## config.mk

```make
export PLATFORM = sky130hd
export DESIGN_NAME = hazard_detect_unit_flat
export DESIGN_NICKNAME = d
export VERILOG_FILES = /design/src/rtl/hazard_detect_unit_if.sv /design/src/rtl/hazard_detect_unit.sv /design/src/flat_wrapper.sv
export SDC_FILE = /design/constraint.sdc
export NUM_CORES = 1
export LEC_CHECK = 0
export BUFFER_PORTS_ARGS = -buffer_cell sky130_fd_sc_hd__buf_4
export CAP_MARGIN = 20
export CORE_MARGIN = 10
export CORE_UTILIZATION = 39
export CTS_BUF_LIST = sky130_fd_sc_hd__clkbuf_4
export CTS_CLUSTER_DIAMETER = 50
export DETAILED_ROUTE_END_ITERATION = 6
export GPL_ROUTABILITY_DRIVEN = 0
export HOLD_SLACK_MARGIN = 0.1
export PLACE_DENSITY = 0.95
export SYNTH_ARGS = -nofsm -noshare
export SYNTH_HDL_FRONTEND = slang
export SYNTH_SLANG_ARGS = --single-unit
```

## constraint.sdc

```tcl
create_clock -name clock -period 2.48 [get_ports clock]
set_input_delay 0.124 -clock clock [delete_from_list [all_inputs] [get_ports clock]]
set_output_delay 0.124 -clock clock [all_outputs]
set_load 0.05 [all_outputs]
```

## src/rtl/hazard_detect_unit_if.sv

```systemverilog
// rtl/hazard_detect_unit_if.sv - stall-request interface between ID/EX pipeline and hazard detector
// Ports (signals):
//   id_valid, id_rs1, id_rs2, id_uses_rs1, id_uses_rs2 : ID-stage operand info
//   ex_mem_read, ex_rd, ex_redirect                     : EX-stage load / redirect info
//   stall_lw, stall_j                                   : stall requests to the stall handler
//   lw_stall_cnt, j_stall_cnt                           : performance counters (zero unless enabled)
// Modports: master = pipeline side, slave = hazard_detect_unit.
interface hazard_detect_unit_if #(
    parameter int REG_ADDR_W = 5,
    parameter int CNT_W      = 32
);
    logic                  id_valid;
    logic [REG_ADDR_W-1:0] id_rs1;
    logic [REG_ADDR_W-1:0] id_rs2;
    logic                  id_uses_rs1;
    logic                  id_uses_rs2;
    logic                  ex_mem_read;
    logic [REG_ADDR_W-1:0] ex_rd;
    logic                  ex_redirect;
    logic                  stall_lw;
    logic                  stall_j;
    logic [CNT_W-1:0]      lw_stall_cnt;
    logic [CNT_W-1:0]      j_stall_cnt;

    modport master (
        output id_valid, id_rs1, id_rs2, id_uses_rs1, id_uses_rs2,
        output ex_mem_read, ex_rd, ex_redirect,
        input  stall_lw, stall_j, lw_stall_cnt, j_stall_cnt
    );

    modport slave (
        input  id_valid, id_rs1, id_rs2, id_uses_rs1, id_uses_rs2,
        input  ex_mem_read, ex_rd, ex_redirect,
        output stall_lw, stall_j, lw_stall_cnt, j_stall_cnt
    );
endinterface

```

## src/rtl/hazard_detect_unit.sv

```systemverilog
// rtl/hazard_detect_unit.sv - load-use and control-redirect stall request generator
// Purpose: shapes load-use hazards into a 1-cycle stall_lw pulse and EX redirects into a
//          J_BUBBLES-cycle stall_j pulse; the two requests are mutually exclusive.
// Ports:
//   clock   : rising-edge system clock
//   reset_n : asynchronous active-low reset (also forces both stall outputs low)
//   hz      : hazard_detect_unit_if.slave (ID/EX inputs, stall outputs, counters)
// Optional feature: define HAZARD_PERF_CNT_EN to build the saturating stall-cycle counters.
module hazard_detect_unit #(
    parameter int REG_ADDR_W = 5,
    parameter int J_BUBBLES  = 2,
    parameter int CNT_W      = 32
) (
    input  logic                  clock,
    input  logic                  reset_n,
    hazard_detect_unit_if.slave   hz
);

    localparam logic [1:0] ST_IDLE    = 2'd0;
    localparam logic [1:0] ST_LW_HOLD = 2'd1;
    localparam logic [1:0] ST_J_STALL = 2'd2;

    localparam logic [2:0] J_LOAD = 3'(J_BUBBLES - 1);

    logic [1:0]            r_state;
    logic [1:0]            w_state_nxt;
    logic [2:0]            r_jcnt;
    logic [2:0]            w_jcnt_nxt;
    logic                  w_lu_hit;
    logic                  w_lw_req;
    logic                  w_j_req;
    logic                  w_stall_lw;
    logic                  w_stall_j;
    logic [REG_ADDR_W-1:0] w_ex_rd;
    logic [REG_ADDR_W-1:0] w_id_rs1;
    logic [REG_ADDR_W-1:0] w_id_rs2;

    assign w_ex_rd  = hz.ex_rd;
    assign w_id_rs1 = hz.id_rs1;
    assign w_id_rs2 = hz.id_rs2;

    // x0 is hardwired zero, so a load targeting it never creates a dependency.
    assign w_lu_hit = hz.id_valid & hz.ex_mem_read & (w_ex_rd != '0) &
                      ((hz.id_uses_rs1 & (w_id_rs1 == w_ex_rd)) |
                       (hz.id_uses_rs2 & (w_id_rs2 == w_ex_rd)));

    always_comb begin
        w_state_nxt = r_state;
        w_jcnt_nxt  = r_jcnt;
        w_lw_req    = 1'b0;
        w_j_req     = 1'b0;
        case (r_state)
            ST_IDLE, ST_LW_HOLD: begin
                // Redirect outranks load-use: the dependent instruction is squashed anyway.
                if (hz.ex_redirect) begin
                    w_j_req     = 1'b1;
                    w_jcnt_nxt  = J_LOAD;
                    w_state_nxt = (J_BUBBLES == 1) ? ST_IDLE : ST_J_STALL;
                end else if ((r_state == ST_IDLE) && w_lu_hit) begin
                    // LW_HOLD masks lu_hit: the bubble inserted last cycle now sits in EX.
                    w_lw_req    = 1'b1;
                    w_state_nxt = ST_LW_HOLD;
                end else begin
                    w_state_nxt = ST_IDLE;
                end
            end
            ST_J_STALL: begin
                // Inputs ignored here; the instructions that produced them are being flushed.
                w_j_req    = 1'b1;
                w_jcnt_nxt = r_jcnt - 3'd1;
                if (r_jcnt <= 3'd1) begin
                    w_jcnt_nxt  = 3'd0;
                    w_state_nxt = ST_IDLE;
                end
            end
            default: begin
                w_state_nxt = ST_IDLE;
                w_jcnt_nxt  = 3'd0;
            end
        endcase
    end

    // Requests are Mealy on the first cycle, so gate with reset_n to drop them
    // immediately when reset asserts rather than at the next edge.
    assign w_stall_lw = w_lw_req & reset_n;
    assign w_stall_j  = w_j_req & reset_n;
    assign hz.stall_lw = w_stall_lw;
    assign hz.stall_j  = w_stall_j;

    always_ff @(posedge clock or negedge reset_n) begin
        if (!reset_n) begin
            r_state <= ST_IDLE;
            r_jcnt  <= 3'd0;
        end else begin
            r_state <= w_state_nxt;
            r_jcnt  <= w_jcnt_nxt;
        end
    end

`ifdef HAZARD_PERF_CNT_EN
    logic [CNT_W-1:0] r_lw_cnt;
    logic [CNT_W-1:0] r_j_cnt;

    always_ff @(posedge clock or negedge reset_n) begin
        if (!reset_n) begin
            r_lw_cnt <= '0;
            r_j_cnt  <= '0;
        end else begin
            if (w_stall_lw && (r_lw_cnt != {CNT_W{1'b1}})) begin
                r_lw_cnt <= r_lw_cnt + 1'b1;
            end
            if (w_stall_j && (r_j_cnt != {CNT_W{1'b1}})) begin
                r_j_cnt <= r_j_cnt + 1'b1;
            end
        end
    end

    assign hz.lw_stall_cnt = r_lw_cnt;
    assign hz.j_stall_cnt  = r_j_cnt;
`else
    assign hz.lw_stall_cnt = {CNT_W{1'b0}};
    assign hz.j_stall_cnt  = {CNT_W{1'b0}};
`endif

endmodule

```

## src/flat_wrapper.sv

```systemverilog
// flat-port wrapper written by rule: the top's interface ports become plain ports
module hazard_detect_unit_flat 
#(
    parameter int REG_ADDR_W = 5,
    parameter int J_BUBBLES  = 2,
    parameter int CNT_W      = 32
)
  (clock, reset_n, hz_id_valid, hz_id_rs1, hz_id_rs2, hz_id_uses_rs1, hz_id_uses_rs2, hz_ex_mem_read, hz_ex_rd, hz_ex_redirect, hz_stall_lw, hz_stall_j, hz_lw_stall_cnt, hz_j_stall_cnt);
  hazard_detect_unit_if #(.REG_ADDR_W(REG_ADDR_W), .CNT_W(CNT_W)) hz_i ();
  input  logic clock;
  input  logic reset_n;
  input wire logic [$bits(hz_i.id_valid)-1:0] hz_id_valid;
  input wire logic [$bits(hz_i.id_rs1)-1:0] hz_id_rs1;
  input wire logic [$bits(hz_i.id_rs2)-1:0] hz_id_rs2;
  input wire logic [$bits(hz_i.id_uses_rs1)-1:0] hz_id_uses_rs1;
  input wire logic [$bits(hz_i.id_uses_rs2)-1:0] hz_id_uses_rs2;
  input wire logic [$bits(hz_i.ex_mem_read)-1:0] hz_ex_mem_read;
  input wire logic [$bits(hz_i.ex_rd)-1:0] hz_ex_rd;
  input wire logic [$bits(hz_i.ex_redirect)-1:0] hz_ex_redirect;
  output wire logic [$bits(hz_i.stall_lw)-1:0] hz_stall_lw;
  output wire logic [$bits(hz_i.stall_j)-1:0] hz_stall_j;
  output wire logic [$bits(hz_i.lw_stall_cnt)-1:0] hz_lw_stall_cnt;
  output wire logic [$bits(hz_i.j_stall_cnt)-1:0] hz_j_stall_cnt;
  assign hz_i.id_valid = hz_id_valid;
  assign hz_i.id_rs1 = hz_id_rs1;
  assign hz_i.id_rs2 = hz_id_rs2;
  assign hz_i.id_uses_rs1 = hz_id_uses_rs1;
  assign hz_i.id_uses_rs2 = hz_id_uses_rs2;
  assign hz_i.ex_mem_read = hz_ex_mem_read;
  assign hz_i.ex_rd = hz_ex_rd;
  assign hz_i.ex_redirect = hz_ex_redirect;
  assign hz_stall_lw = hz_i.stall_lw;
  assign hz_stall_j = hz_i.stall_j;
  assign hz_lw_stall_cnt = hz_i.lw_stall_cnt;
  assign hz_j_stall_cnt = hz_i.j_stall_cnt;
  hazard_detect_unit #(.REG_ADDR_W(REG_ADDR_W), .J_BUBBLES(J_BUBBLES), .CNT_W(CNT_W)) u_core (.clock(clock), .reset_n(reset_n), .hz(hz_i));
endmodule
```

==> impl_metrics.py, run 1 <==
metrics = {
    "run_status": {
        "status": "finished, final reports clean",
    },
    "layout": {
        "num_antenna_cells": 0,
        "area.growth.synth_to_final_pct": 0.432,
        "register_area_um2": 125,
        "finalNetCount": 162,
        "multi_input_area_um2": 489,
        "n_fill_cell": 225,
        "layout-drive-gt1-share_pct": 19.7,
    },
    "worst_setup_path": {
        "slowest_delay_ns": 0.39,
        "worstRegToRegCells": 4,
        "start_kind": "flip-flop",
        "crit_fanout": 4,
        "critical_path.top_delay_family": "simple AND/OR/NAND/NOR gates",
        "cp-end-kind": "output port",
        "path_cells": "nor2_1, nand3_1, nor3_1, and3_1, buf_4",
        "r2r-start": "u_core.r_jcnt[0]",
        "worstSetupPathDepth": 5,
        "crit_type": "reg -> out",
        "crit_buf_inv": 1,
        "crit_path_start": "u_core.r_state[1]",
        "arrival_ns": 1.50,
        "slowest_stage": "dfrtp_1",
        "cp.required_ns": 2.36,
    },
    "timing": {
        "finalWorstSetupSlack_ns": 0.851,
        "rsz0062_at_grt": "no",
        "hold_viol": 0,
        "layout_min_cycle_time_ns": 1.63,
        "setup_viol": 0,
        "fin_crit_sh_pct": 65.7,
        "fmax_mhz": 614,
        "finalMaxSlewViolations": 0,
        "fin_tns_setup_ns": 0,
        "finClkSkew_ns": 0.00253,
    },
    "worst_hold_path": {
        "hp-class": "in -> reg",
        "worstHoldStart": "hz_ex_redirect",
        "hold_depth": 3,
    },
    "route": {
        "detail_route.wl_per_cell_um": 11.9,
        "drtIter0Drc": 7,
        "wl_mm": 1.97,
        "first_pass_iters": 4,
        "avgViaCountPerCell": 3.47,
        "via_count": 573,
        "postRouteAntennaNets": 0,
        "drc": 0,
    },
    "placement": {
        "dp_hpwl_mm": 1.87,
        "dpl_worst_slack_ns": 1.08,
        "port_buffers": 23,
    },
    "synth": {
        "ys_async_sr_fraction_pct": 100,
        "synth_commonest_cells": "64 x buf_4, 10 x xnor2_1, 5 x dfrtp_1",
        "yosysWarningCount": 0,
        "ys_types": 21,
        "synth-main-ff-cell": "dfrtp_1",
        "yosysMostFrequentCell": "buf_4",
        "syn_inst": 110,
        "syn_area_um2": 870,
        "synth_fa_ha_area_share_pct": 2.88,
        "synth_top_area_share_pct": 55.3,
        "synthSimpleGateAreaFrac_pct": 9.78,
        "synth_compound_gate_area_share_pct": 5.90,
        "synth_xor_area_share_pct": 10.1,
        "synth_area_per_cell_um2": 7.91,
        "yosys.area.top_type": "buf_4",
        "synthMuxAreaShare_pct": 0,
        "synth_edf_count": 0,
        "ys_seq_area_share_pct": 14.4,
        "ys_ff_latch": 5,
        "synth_top_family_by_area": "buffers and inverters",
        "yosys-top-cells-area": "buf_4 55%, dfrtp_1 14%, xnor2_1 10%, ha_1 2.9%, nand2_1 1.7%",
    },
    "power": {
        "leakage_uw": 0.000505,
        "fin_total_pwr_uw": 638,
        "power_density_mw_per_mm2": 731,
        "peakVddDrop_mv": 0.332,
    },
    "global_routing": {
        "grt_pass1_wl_mm": 2.52,
        "grt_max_degree": 8,
        "grt_util_all_layers_pct": 7.08,
        "antenna_found_initial": 0,
        "grt-ovfl-total": 0,
        "grt_pass1_vias": 654,
    },
    "clock_tree": {
        "cts_sinks": 5,
        "clk_path_buf_depth": 2,
        "cts_resized": 0,
        "cts-root-buf": "clkbuf_4",
        "cts_tree": "built",
        "cts_made_buffers": 3,
        "htreeDepth": 1,
        "postCtsSetupBuffers": 0,
        "ctsHoldBuffers": 1,
        "clk_pin_slew_ns": 0.04,
        "clock_latency_ns": 0.23,
    },
    "die": {
        "core_area_mm2": 0.00217,
        "die_x_um": 67.2,
        "rows": 17,
        "start_util_pct": 40.1,
        "die_h_um": 67.2,
        "ios": 88,
        "die_area_mm2": 0.00452,
    },
    "job": {
        "maxCapViolCount": 0,
    },
}
==> power breakdown <==
part | switching, uW | total (uW) | leakage (uW) | internal, uW
clock | 29.2 | 101 | 0.0000184 | 71.5
sequential | 22.8 | 134 | 0.0000651 | 111
combinational | 318 | 404 | 0.000422 | 85.8
==> placed cells by master, fill, tap and decap left out, types with 3 or more instances in the layout <==
cell	count
conb_1	64
buf_4	23
xnor2_1	10
dfrtp_1	5
nand2_1	4
nor2_1	4
clkbuf_4	4
inv_1	3
==> worst register-to-register path: stages, from the launching register on <==
cell and delay [ns]:
dfrtp_1 0.40, ha_1 0.22, a21oi_1 0.12, o21bai_1 0.14, o41ai_1 0.27
==> final cells by class <==
type	instances	area share [%]
sequential	5	14.3
inverter	3	1.29
clock buffer	4	3.44
tap	28	4.01
multi-input combinational	101	56.0
timing repair buffer	24	20.9
==> cell families (layout without fill, tap and decap cells) <==
group | Yosys count | count (layout)
buffers and inverters | 67 | 31
and+or+nand+nor | 17 | 17
xor gates and xnor gates | 10 | 10
AOI/OAI and AO/OA | 8 | 8
DFF | 5 | 5
adders and majority gates | 2 | 2
other | 1 | 64
==> through the flow <==
| stage | hold WS, ns | instance area [um^2] | utilization [%] | std cells |
|---|---|---|---|---|
| finish | 0.140 | 873 | 40.3 | 165 |
| global placement | -0.0686 | 833 | 38.4 | 160 |
| global route | 0.168 | 873 | 40.3 | 165 |
| detailed placement | -0.0674 | 833 | 38.4 | 160 |
| CTS | 0.138 | 873 | 40.3 | 165 |
| floorplan | -0.172 | 1110 | - | 173 |
==> layer usage <==
metal | GRT usage (%) | up-vias | part of all wire, %
met4 | 5.13 | 0 | 1.7
met1 | 5.43 | 251 | 25
met3 | 2.81 | 4 | 14
met2 | 13.9 | 42 | 59
li1 | - | 276 | -
met5 | 0 | - | 0
==> sequential cells by signal (all words and copies together) (netlist names) <==
register	count
u_core.r_jcnt	3
u_core.r_state	2
==> worst paths after layout <==
kind | end | slack [ns]
setup / recovery | hz_stall_lw | 0.85
hold / removal | u_core.r_state[1] | 0.14
setup reg to reg | u_core.r_jcnt[2] | 1.23
hold reg to reg | u_core.r_jcnt[2] | 0.49
max in group asynchronous | u_core.r_jcnt[1] | 2.13
min in group asynchronous | u_core.r_state[0] | 0.24
(Power assumes the default switching activity.)
==> inputs of run 2 (changes only) <==
Settings changed: CORE_UTILIZATION 39 to 37, PLACE_DENSITY 0.95 to 0.94.
Clock period 2.48 ns to 1.7 ns, I/O delays scaled along.
==> impl_metrics.py, run 2 (synthesized netlist as in run 1, its figures left out) <==
metrics = {
    "placement": {
        "port_buffers": 23,
        "dpl_worst_slack_ns": 0.317,
        "dp_hpwl_mm": 1.93,
    },
    "global_routing": {
        "grtUsageMet2_pct": 13.6,
        "grt_max_degree": 8,
        "grt_util_all_layers_pct": 6.68,
        "use_met1_pct": 5.62,
        "antenna_found_initial": 0,
        "grt_pass1_wl_mm": 2.48,
        "grt-ovfl-total": 0,
        "met3_usage_pct": 2.61,
        "grt_busiest_layer": "met2",
        "grt_pass1_vias": 631,
    },
    "power": {
        "internal-power_uw": 394,
        "fin_total_pwr_uw": 939,
        "switching_share_pct": 58.0,
        "pwr-share-clk_pct": 15.7,
        "leakage_uw": 0.000506,
        "power.switching_uw": 545,
        "peakVddDrop_mv": 0.451,
        "combPwrFrac_pct": 63.3,
        "power_density_mw_per_mm2": 1070,
        "p_seq_share_pct": 21.0,
    },
    "timing": {
        "setup_viol": 0,
        "hold_ws_ns": 0.119,
        "fin_tns_setup_ns": 0,
        "fin_crit_sh_pct": 91.0,
        "finalWorstSetupSlack_ns": 0.154,
        "finClkSkew_ns": 0.00141,
        "finalMaxSlewViolations": 0,
        "fmax_mhz": 647,
        "hold_viol": 0,
        "layout_min_cycle_time_ns": 1.55,
        "rsz0062_at_grt": "no",
    },
    "layout": {
        "reg_top3": "u_core.r_jcnt: 3 flops, u_core.r_state: 2 flops",
        "finalNetCount": 162,
        "multi_input_area_um2": 492,
        "final_cell_mix": "64 x conb_1, 23 x buf_4, 10 x xnor2_1",
        "num_antenna_cells": 0,
        "layout-drive-gt1-share_pct": 20.4,
        "n_fill_cell": 243,
        "regMostFlops": "u_core.r_jcnt",
        "finish.utilization_pct": 39.2,
        "final_common_cell": "conb_1",
        "largest_reg_flops": 3,
        "area.growth.synth_to_final_pct": 0.719,
        "register_area_um2": 125,
    },
    "route": {
        "avgViaCountPerCell": 3.63,
        "wl_mm": 2.03,
        "first_pass_iters": 4,
        "postRouteAntennaNets": 0,
        "drtIter0Drc": 3,
        "detail_route.wl_per_cell_um": 12.3,
        "via_count": 599,
        "drc": 0,
    },
    "worst_setup_path": {
        "start_kind": "flip-flop",
        "worstRegToRegCells": 4,
        "crit_buf_inv": 1,
        "critical_path.top_delay_family": "simple AND/OR/NAND/NOR gates",
        "path_cells": "nor2_2, nand3_1, nor3_1, and3_1, buf_4",
        "cp.required_ns": 1.62,
        "crit_type": "reg -> out",
        "worstSetupEndpoint": "hz_stall_lw",
        "crit_path_start": "u_core.r_state[1]",
        "r2r_slack_ns": 0.35,
        "r2r-start": "u_core.r_jcnt[0]",
        "slowest_delay_ns": 0.40,
        "r2r-end": "u_core.r_jcnt[2]",
        "slowest_stage": "dfrtp_1",
        "crit_fanout": 4,
        "worstSetupPathDepth": 5,
        "cp-end-kind": "output port",
        "arrival_ns": 1.46,
    },
    "clock_tree": {
        "clk_pin_slew_ns": 0.04,
        "htreeDepth": 1,
        "cts-root-buf": "clkbuf_4",
        "cts_tree": "built",
        "clock_latency_ns": 0.23,
        "cts_made_buffers": 3,
        "cts_sinks": 5,
        "clk_path_buf_depth": 2,
    },
    "die": {
        "core_area_mm2": 0.00223,
        "die_x_um": 68.5,
        "ios": 88,
        "rows": 17,
        "start_util_pct": 38.9,
        "die_h_um": 68.5,
        "die_area_mm2": 0.00469,
    },
    "job": {
        "maxCapViolCount": 0,
    },
    "run_status": {
        "status": "finished, final reports clean",
    },
    "worst_hold_path": {
        "hp-class": "in -> reg",
    },
}
-- run 2: tightest hold or removal path, cell delays in order --
cell and delay [ns]:
buf_4 0.10, nand2b_1 0.07, nand2_1 0.06
-- run 2: repair_timing --
action,CTS,global route
buffers inserted,0,0
hold buffers,1,0
endpoints found under the setup margin,0,1
hold endpoints to repair,5,0
gates resized for setup,0,1
-- run 2: routing by layer --
metal | wire length [um] | up-vias
met5 | 0 | -
met4 | 14 | 0
met3 | 304 | 2
met2 | 1160 | 45
met1 | 555 | 279
li1 | - | 273
-- run 2: worst min path at each step --
stage / cells after the start / endpoint / slack (ns) / start
finish: 3 / u_core.r_state[1] / 0.12 / hz_ex_redirect
CTS: 3 / u_core.r_state[1] / 0.11 / hz_ex_redirect
floorplan: 0 / u_core.r_jcnt[0] / -0.21 / reset_n
detailed placement: 1 / u_core.r_jcnt[2] / -0.11 / reset_n
global route: 3 / u_core.r_state[1] / 0.13 / hz_ex_redirect
global placement: 1 / u_core.r_state[1] / -0.11 / reset_n
-- run 2: layout make-up --
cell class                      count  area share, %
Tap cell                           28           4.00
Multi-Input combinational cell    101           56.1
Inverter                            3           1.29
Clock buffer                        4           3.43
Timing Repair Buffer               24           20.9
Sequential cell                     5           14.3
-- run 2: per-stage QoR --
step,instance area (um^2),cells
6_report,876,165
5_1_grt,876,165
4_1_cts,873,165
3_5_place_dp,833,160
3_3_place_gp,833,160
2_1_floorplan,1110,173
-- run 2: power by group through the flow --
stage	logic, uW	registers (uW)	clock network (uW)
after CTS	586	196	152
after detailed placement	583	198	0
after global routing	641	205	156
after floorplan	602	189	0
after global placement	569	193	0
final	594	197	148
==> inputs of run 3 (changes only) <==
Settings changed: ABC_AREA set to 1, CORE_UTILIZATION 37 to 39.
==> impl_metrics.py, run 3 <==
metrics = {
    "worst_setup_path": {
        "path_cells": "nor2_4, nand4_1, a21oi_1, nand2_1, nor2_2, buf_4",
        "crit_fanout": 5,
        "slowest_delay_ns": 0.41,
        "crit_type": "reg -> out",
        "cp-end-kind": "output port",
        "cp.required_ns": 1.62,
        "slowest_stage": "dfrtp_1",
        "arrival_ns": 1.45,
        "start_kind": "flip-flop",
    },
    "placement": {
        "port_buffers": 23,
        "dp_hpwl_mm": 2.04,
        "dp_cells": 205,
    },
    "synth": {
        "synth_commonest_cells": "64 x buf_4, 36 x nand2_1, 16 x inv_1",
        "yosys.area.top_type": "buf_4",
        "ys_async_sr_fraction_pct": 100,
        "synth_area_per_cell_um2": 6.44,
        "synth_top_area_share_pct": 48.7,
        "ys_ff_latch": 5,
        "yosysMostFrequentCell": "buf_4",
        "syn_inst": 153,
        "synth-main-ff-cell": "dfrtp_1",
        "yosys-top-cells-area": "buf_4 49%, nand2_1 14%, dfrtp_1 13%, inv_1 6.1%, nor2_1 3.0%",
        "ys_seq_area_share_pct": 12.7,
        "yosysWarningCount": 0,
        "ys_types": 20,
        "synth_edf_count": 0,
        "syn_area_um2": 986,
    },
    "route": {
        "drtIter0Drc": 18,
        "drc": 0,
        "avgViaCountPerCell": 3.49,
        "via_count": 732,
        "detail_route.wl_per_cell_um": 10.5,
        "first_pass_iters": 4,
        "wl_mm": 2.21,
        "postRouteAntennaNets": 0,
    },
    "global_routing": {
        "grt_util_all_layers_pct": 8.10,
        "antenna_found_initial": 0,
        "grt_max_degree": 7,
        "grt_pass1_wl_mm": 3.48,
        "grt_pass1_vias": 794,
        "grt-ovfl-total": 0,
    },
    "timing": {
        "fin_tns_setup_ns": 0,
        "finalMaxSlewViolations": 0,
        "hold_ws_ns": 0.106,
        "finClkSkew_ns": 0.000762,
        "hold_viol": 0,
        "layout_min_cycle_time_ns": 1.53,
        "fin_crit_sh_pct": 90.2,
        "setup_viol": 0,
        "fmax_mhz": 652,
        "rsz0062_at_grt": "no",
    },
    "layout": {
        "finish.utilization_pct": 40.4,
        "layout-drive-gt1-share_pct": 20.6,
        "largest_reg_flops": 3,
        "final_common_cell": "conb_1",
        "num_antenna_cells": 0,
        "fin_cells": 210,
        "area.growth.synth_to_final_pct": 0.635,
        "finalNetCount": 205,
        "final_cell_mix": "64 x conb_1, 36 x nand2_1, 23 x buf_4",
        "regMostFlops": "u_core.r_jcnt",
        "reg_top3": "u_core.r_jcnt: 3 flops, u_core.r_state: 2 flops",
    },
    "clock_tree": {
        "cts_sinks": 5,
        "htreeDepth": 1,
        "cts_made_buffers": 3,
        "clk_path_buf_depth": 2,
        "cts_tree": "built",
        "cts-root-buf": "clkbuf_4",
        "cts_resized": 0,
        "clk_pin_slew_ns": 0.04,
        "clock_latency_ns": 0.24,
    },
    "worst_hold_path": {
        "hp-class": "in -> reg",
    },
    "die": {
        "die_area_mm2": 0.00494,
        "die_h_um": 70.3,
        "rows": 18,
        "start_util_pct": 40.2,
        "core_area_mm2": 0.00245,
        "ios": 88,
        "die_x_um": 70.3,
    },
    "power": {
        "fin_total_pwr_uw": 992,
        "peakVddDrop_mv": 0.691,
        "power_density_mw_per_mm2": 1000,
        "leakage_uw": 0.000667,
    },
    "job": {
        "maxCapViolCount": 0,
    },
    "run_status": {
        "status": "finished, final reports clean",
    },
}
-- run 3: final timing paths --
kind,startpoint,endpoint,slack [ns],cells past startpoint
max in group asynchronous,reset_n,u_core.r_state[0],1.39,2
hold / removal,hz_ex_redirect,u_core.r_state[1],0.11,3
hold reg to reg,u_core.r_jcnt[2],u_core.r_jcnt[2],0.54,2
setup reg to reg,u_core.r_jcnt[0],u_core.r_jcnt[1],0.48,4
setup / recovery,u_core.r_state[1],hz_stall_lw,0.17,6
min in group asynchronous,reset_n,u_core.r_jcnt[0],0.19,2
-- run 3: through the flow --
step | cell area (um^2) | setup WS, ns
2_1_floorplan | 1220 | 0.00613
3_3_place_gp | 952 | 0.495
3_5_place_dp | 952 | 0.435
4_1_cts | 992 | 0.161
5_1_grt | 992 | 0.0200
6_report | 992 | 0.166
-- run 3: worst max-delay path: cells and delay by family (launching register included) --
kind / cells / cell delay, ns
AND/OR/NAND/NOR: 4 / 0.46
buffers and inverters: 1 / 0.20
flip-flops: 1 / 0.41
AO/OA/AOI/OAI: 1 / 0.13
-- run 3: what timing repair did --
item | in CTS | in global routing
setup buffers | 0 | 0
hold buffers | 1 | 0
hold endpoints to repair | 5 | 0
-- run 3: area by class of cell --
cell class	instances	area, um^2
fillers	265	1460
clock buffers	4	30.0
flip-flops and latches	5	125
multi-input cells	127	542
inverters	20	75.1
well taps	30	37.5
repair buffers	24	183
-- run 3: cell families after synthesis --
logic type / after synthesis / share of synthesized area [%]
adders and majority gates: 2 / 2.54
DFF: 5 / 12.7
other: 1 / 0.380
buffers and inverters: 84 / 56.3
and+or+nand+nor: 54 / 23.1
AOI/OAI and AO/OA: 6 / 4.06
xor gates and xnor gates: 1 / 0.888
-- run 3: layer usage --
layer  global-route usage [%]  up-vias  part of all wire, %
met3                     3.95        0                   11
met5                        0        -                    0
li1                         -      380                    -
met1                     8.15      302                   38
met2                     14.2       50                   51
met4                     2.63        0                    0
-- run 3: report_power, final --
group | internal [uW] | switching [uW] | total, uW
logic | 137 | 497 | 635
clock network | 105 | 47.4 | 152
registers | 160 | 45.4 | 206
